--- src/rtl/char_buf_writer.sv ---
// Byte-stream writer for a 16x16 text cell buffer with a combinational read port.
// Optional blinking cursor overlay is enabled by defining CHAR_BUF_CURSOR_EN.
module char_buf_writer #(
  parameter logic [6:0]  CLEAR_CHAR   = 7'h20
`ifdef CHAR_BUF_CURSOR_EN
  , parameter logic [6:0]  CURSOR_GLYPH = 7'h7F
  , parameter logic [24:0] BLINK_DIV    = 25'd20_000_000
`endif
) (
  input  logic       clk,
  input  logic       rst,
  input  logic [7:0] in_data,
  input  logic       in_valid,
  output logic       in_ready,
  input  logic [7:0] char_xy,
  output logic [6:0] char_code,
  output logic [7:0] cursor_xy,
  output logic       busy
);

  // state   | meaning
  // S_CLEAR | writing CLEAR_CHAR to cell clr_cnt_q, one per cycle
  // S_RUN   | accepting and interpreting bytes at the cursor
  typedef enum logic {S_CLEAR, S_RUN} state_t;

  state_t     state_q, state_d;
  logic [7:0] clr_cnt_q, clr_cnt_d;
  logic [7:0] cursor_q, cursor_d;
  logic [7:0] bs_pos;
  logic       we;
  logic [7:0] waddr;
  logic [6:0] wdata;
  logic [6:0] mem [256];

  assign bs_pos    = (cursor_q == 8'h00) ? 8'h00 : cursor_q - 8'd1;
  assign cursor_xy = cursor_q;

  always_ff @(posedge clk) begin
    if (rst) begin
      state_q   <= S_CLEAR;
      clr_cnt_q <= 8'h00;
      cursor_q  <= 8'h00;
    end else begin
      state_q   <= state_d;
      clr_cnt_q <= clr_cnt_d;
      cursor_q  <= cursor_d;
    end
  end

  always_comb begin
    state_d   = state_q;
    clr_cnt_d = clr_cnt_q;
    cursor_d  = cursor_q;
    we        = 1'b0;
    waddr     = 8'h00;
    wdata     = CLEAR_CHAR;
    in_ready  = 1'b0;
    busy      = 1'b0;
    case (state_q)
      S_CLEAR: begin
        busy      = 1'b1;
        we        = 1'b1;
        waddr     = clr_cnt_q;
        clr_cnt_d = clr_cnt_q + 8'd1;
        if (clr_cnt_q == 8'hFF) state_d = S_RUN;
      end
      S_RUN: begin
        in_ready = 1'b1;
        if (in_valid) begin
          if (in_data >= 8'h20 && in_data <= 8'h7E) begin
            we       = 1'b1;
            waddr    = cursor_q;
            wdata    = in_data[6:0];
            // 8-bit increment gives col wrap into next row and {15,15} -> {0,0}
            cursor_d = cursor_q + 8'd1;
          end else begin
            case (in_data)
              8'h0A: cursor_d = {cursor_q[7:4] + 4'd1, 4'h0};
              8'h0D: cursor_d = {cursor_q[7:4], 4'h0};
              8'h08: begin
                cursor_d = bs_pos;
                we       = 1'b1;
                waddr    = bs_pos;
              end
              8'h0C: begin
                cursor_d  = 8'h00;
                clr_cnt_d = 8'h00;
                state_d   = S_CLEAR;
              end
              default: ;
            endcase
          end
        end
      end
      default: state_d = S_CLEAR;
    endcase
  end

  always_ff @(posedge clk) begin
    if (we) mem[waddr] <= wdata;
  end

`ifdef CHAR_BUF_CURSOR_EN
  logic [24:0] blink_cnt_q;
  logic        blink_q;

  always_ff @(posedge clk) begin
    if (rst) begin
      blink_cnt_q <= 25'd0;
      blink_q     <= 1'b0;
    end else if (blink_cnt_q == BLINK_DIV - 25'd1) begin
      blink_cnt_q <= 25'd0;
      blink_q     <= ~blink_q;
    end else begin
      blink_cnt_q <= blink_cnt_q + 25'd1;
    end
  end

  assign char_code = (blink_q && !busy && char_xy == cursor_q) ? CURSOR_GLYPH : mem[char_xy];
`else
  assign char_code = mem[char_xy];
`endif

endmodule

--- config.mk ---
export PLATFORM = sky130hd
export DESIGN_NAME = char_buf_writer
export DESIGN_NICKNAME = d
export VERILOG_FILES = /design/src/rtl/char_buf_writer.sv
export SDC_FILE = /design/constraint.sdc
export NUM_CORES = 2
export LEC_CHECK = 0
export ABC_CLOCK_PERIOD_IN_PS = 29500
export CORE_MARGIN = 10
export CORE_UTILIZATION = 30
export CTS_BUF_LIST = sky130_fd_sc_hd__clkbuf_4 sky130_fd_sc_hd__clkbuf_8 sky130_fd_sc_hd__clkbuf_16
export DETAILED_ROUTE_END_ITERATION = 10
export DONT_BUFFER_PORTS = 1
export HOLD_SLACK_MARGIN = 0.08
export SKIP_CTS_REPAIR_TIMING = 1
export SLEW_MARGIN = 25
export SYNTH_ARGS = -nofsm -noshare
export SYNTH_HDL_FRONTEND = slang
export SYNTH_SLANG_ARGS = --single-unit
--- constraint.sdc ---
create_clock -name clk -period 29.5 [get_ports clk]
set_input_delay 1.475 -clock clk [delete_from_list [all_inputs] [get_ports clk]]
set_output_delay 1.475 -clock clk [all_outputs]
set_load 0.005 [all_outputs]
==> results.sh <==
export IMPL_worstHoldPathType="flip-flop to flip-flop"
export IMPL_mappedNetlistArea_mm2=0.0717
export IMPL_syn_instance_count=3560
export IMPL_critPathLaunchType="primary input"
export IMPL_timing_critical_path_to_type="output port"
export IMPL_async_flop_share=0
export IMPL_cts_root_buf="sky130_fd_sc_hd__clkbuf_16"
export IMPL_path_cells="buf_16 -> buf_16 -> buf_16 -> nor2b_1 -> buf_4 -> a22oi_1 -> a21oi_1 -> o21ai_0 -> nor4_1 -> nor4_2"
export IMPL_initial_core_util=0.301
export IMPL_final_setup_skew_ns=0.0418
export IMPL_report_final_slew_viol_count=0
export IMPL_reg2reg_setup_slack_ns=24.80
export IMPL_synth_seq_area_share=0.755
export IMPL_outcome="complete, no violations"
export IMPL_core_rowCount=179
export IMPL_dieHeight_um=509
export IMPL_synth_top_cell_area_share=0.750
export IMPL_tritoncts_clock_tree="built"
export IMPL_ioPinCount=36
export IMPL_finalNonFillerCells=6935
export IMPL_fp_dieW_um=509
export IMPL_number_of_flops_mapped_to_enable_cells_by_yosys=1792
export IMPL_fin_area_mm2=0.0824
export IMPL_cts_made_buffers=177
export IMPL_switching_share=0.204
export IMPL_hold_worst_slack_ns=0.478
export IMPL_placement_io_buffers=0
export IMPL_clkSinkCount=1809
export IMPL_post_synth_top_area_cell="sky130_fd_sc_hd__edfxtp_1"
export IMPL_synth_flop_cell="sky130_fd_sc_hd__edfxtp_1"
export IMPL_synthesis_warnings=0
export IMPL_max_vdd_ir_drop_mv=0.0475
export IMPL_worstPathMaxFanout=96
export IMPL_worst_ep_arrival_time_ns=5.51
export IMPL_drtAntennaViolNets=0
export IMPL_grt_first_pass_wirelength_um=264000
export IMPL_intPower_w=0.00411
export IMPL_routed_wire_length_per_instance_um=25.9
export IMPL_syn_area_per_cell_um2=20.1
export IMPL_drt_vias_per_instance=5.23
export IMPL_place_gp_congestion=0.806
export IMPL_finalCoreUtilization=0.346
export IMPL_crit_path_max_incr_delay_ns=0.83
export IMPL_cts_max_path_buffers=3
export IMPL_worstReg2RegEnd="mem[225][0]"
export IMPL_first_global_vias=36600
export IMPL_dp_final_hpwl_um=100000
export IMPL_maxCapViolations=0
export IMPL_globalRoute_totalOverflow=0
export IMPL_cp_depth=10
export IMPL_via_count=36300
export IMPL_yosysUniqueCellTypes=74
export IMPL_post_dp_cell_area_mm2=0.0764
export IMPL_setup_total_negative_slack_ns=0
export IMPL_cp_data_required_time_ns=28.02
export IMPL_n_fill_cell=22000
export IMPL_slew_headroom=0.0280
export IMPL_ys_ff_latch=1809
export IMPL_netlist_top_cells_area="sky130_fd_sc_hd__edfxtp_1 (75%), sky130_fd_sc_hd__mux4_2 (12%), sky130_fd_sc_hd__mux2i_1 (1.7%)"
export IMPL_power_switching_w=0.00105
export IMPL_grt_antenna_before_repair=3
export IMPL_power_density_mw_per_mm2=62.6
export IMPL_achievable_frequency_ghz=0.143
export IMPL_cts_htree_levels=4
export IMPL_design_die_area_mm2=0.259
export IMPL_cts_clk_slew_worst_paths_ns=0.06
export IMPL_area_sequential_mm2=0.0542
export IMPL_drt_first_iter_violations=3944
export IMPL_share_clk_of_total_power=0.426
export IMPL_drt_wl_total_um=180000
export IMPL_regToRegStartpoint="cursor_xy[0]"
export IMPL_fin_crit_sh=0.237
export IMPL_rsz_0062_raised_after_global_routing="no"
export IMPL_sequentialPowerShare=0.540
export IMPL_timing_critical_path_max_delay_family="buffers and inverters"
export IMPL_drt_pass1_iter_count=5
export IMPL_worstPathBufferInverterCount=4
export IMPL_layout_drive_gt1_share=0.279
export IMPL_crit_start="char_xy[0]"
export IMPL_ff2ff_path_depth=8
export IMPL_placedCellCount=6616
export IMPL_finalHoldViolations=0
export IMPL_setup_viol=0
export IMPL_mappedNetlistNets=3586
export IMPL_crit_end="char_code[1]"
export IMPL_leakage_nw=27.4
export IMPL_critical_path_most_common_cell="sky130_fd_sc_hd__buf_16"
export IMPL_drt_drc_violations_left=0
export IMPL_combPwrFrac=0.034
export IMPL_post_route_min_period_ns=6.98
export IMPL_grt_total_usage=0.136
export IMPL_area_used_by_multi_input_combinational_logic_mm2=0.0173
export IMPL_finish_net_count=3662
export IMPL_worst_skew_pair_late_latency_ns=0.81
export IMPL_critical_path_slowest_cell="sky130_fd_sc_hd__nor4_2"
export IMPL_timing_setup_critical_path_class="primary input to output port"
export IMPL_coreArea_mm2=0.238
export IMPL_grt_max_degree=486
export IMPL_tightest_slew_ns=1.46
export IMPL_area_growth_synth_to_final_pct=14.9
==> worst min-delay path by stage <==
stage / end / depth (start not counted) / from / slack, ns
final: clr_cnt_q[7] / 2 / clr_cnt_q[7] / 0.48
after global placement: clr_cnt_q[7] / 2 / clr_cnt_q[7] / 0.46
after floorplan: clr_cnt_q[7] / 2 / clr_cnt_q[7] / 0.45
after detailed placement: clr_cnt_q[7] / 2 / clr_cnt_q[7] / 0.48
after global routing: clr_cnt_q[7] / 2 / clr_cnt_q[7] / 0.52
after CTS: clr_cnt_q[7] / 2 / clr_cnt_q[7] / 0.49
==> sequential cells by signal, summed over array words and instances, names as in the netlist <==
name and cells:
mem 1792, clr_cnt_q 8, cursor_xy 8, state_q 1
==> per-stage QoR <==
| stage | power (W) | worst slack [ns] |
|---|---|---|
| 6_report | 0.00516 | 22.52 |
| 5_1_grt | 0.00530 | 22.28 |
| 4_1_cts | 0.00516 | 23.69 |
| 3_5_place_dp | 0.00298 | 23.70 |
| 3_3_place_gp | 0.00298 | 23.33 |
| 2_1_floorplan | 0.00296 | 15.69 |
==> worst min-delay path, stage by stage, from the launching register on <==
cell                      delay [ns]
sky130_fd_sc_hd__dfxtp_1        0.32
sky130_fd_sc_hd__o21ai_0        0.07
sky130_fd_sc_hd__a21oi_1        0.06
==> cells in the mapped netlist (all sizes together) (21+ instances only) <==
library cell and instances:
buf 129, nor4 152, edfxtp 1792, mux2i 120, nor2 56, nand2 28
a22oi 117, a21oi 73, o21ai 31, nor3 170, nand3 24, mux4 388
o22ai 59, mux2 21, clkbuf 133
==> logic make-up after synthesis <==
logic type | synth area share
and+or+nand+nor | 0.0449
xor gates and xnor gates | 0.000244
AOI/OAI and AO/OA | 0.0390
muxes | 0.142
DFF | 0.755
adders and majority gates | 0.00122
buffers and inverters | 0.0175
==> power by group through the flow <==
stage	Clock, W	Combinational (W)	Sequential, W
after floorplan	0	0.000120	0.00284
after global routing	0.00234	0.000185	0.00278
after CTS	0.00223	0.000146	0.00278
after detailed placement	0	0.000145	0.00284
after global placement	0	0.000143	0.00284
final	0.00219	0.000177	0.00278
==> cell usage in the layout, fill, tap and decap left out, types with 26 or more instances in the layout <==
| cell | n |
|---|---|
| sky130_fd_sc_hd__clkinv_1 | 45 |
| sky130_fd_sc_hd__buf_4 | 141 |
| sky130_fd_sc_hd__mux2i_1 | 120 |
| sky130_fd_sc_hd__o21ai_0 | 29 |
| sky130_fd_sc_hd__mux4_2 | 388 |
| sky130_fd_sc_hd__clkbuf_16 | 180 |
| sky130_fd_sc_hd__edfxtp_1 | 1792 |
| sky130_fd_sc_hd__o22ai_1 | 59 |
| sky130_fd_sc_hd__a21oi_1 | 73 |
| sky130_fd_sc_hd__nor3_1 | 50 |
| sky130_fd_sc_hd__nor4_2 | 52 |
| sky130_fd_sc_hd__nand2_1 | 26 |
| sky130_fd_sc_hd__a22oi_1 | 117 |
| sky130_fd_sc_hd__nor3_2 | 120 |
| sky130_fd_sc_hd__nor2_1 | 55 |
| sky130_fd_sc_hd__clkbuf_4 | 38 |
| sky130_fd_sc_hd__nor4_1 | 92 |
==> cell type report <==
cell class / instances / share of cell area
clock buffers: 218 / 0.0581
diodes: 1 / 0.0000304
inverters: 13 / 0.000592
multi-input cells: 1476 / 0.209
flip-flops and latches: 1809 / 0.657
clock inverters: 92 / 0.00932
repair buffers: 159 / 0.0171
well taps: 3167 / 0.0481
==> routing by layer <==
metal | vias to the layer above | share of wire | wire [um] | GRT usage
met4 | 2 | 0.028 | 5010 | 0.0405
met3 | 263 | 0.076 | 13600 | 0.0286
met2 | 1398 | 0.47 | 83700 | 0.211
li1 | 15300 | - | - | -
met5 | - | 0.000072 | 13 | 0
met1 | 19300 | 0.43 | 77500 | 0.193
(Power assumes the default switching activity.)
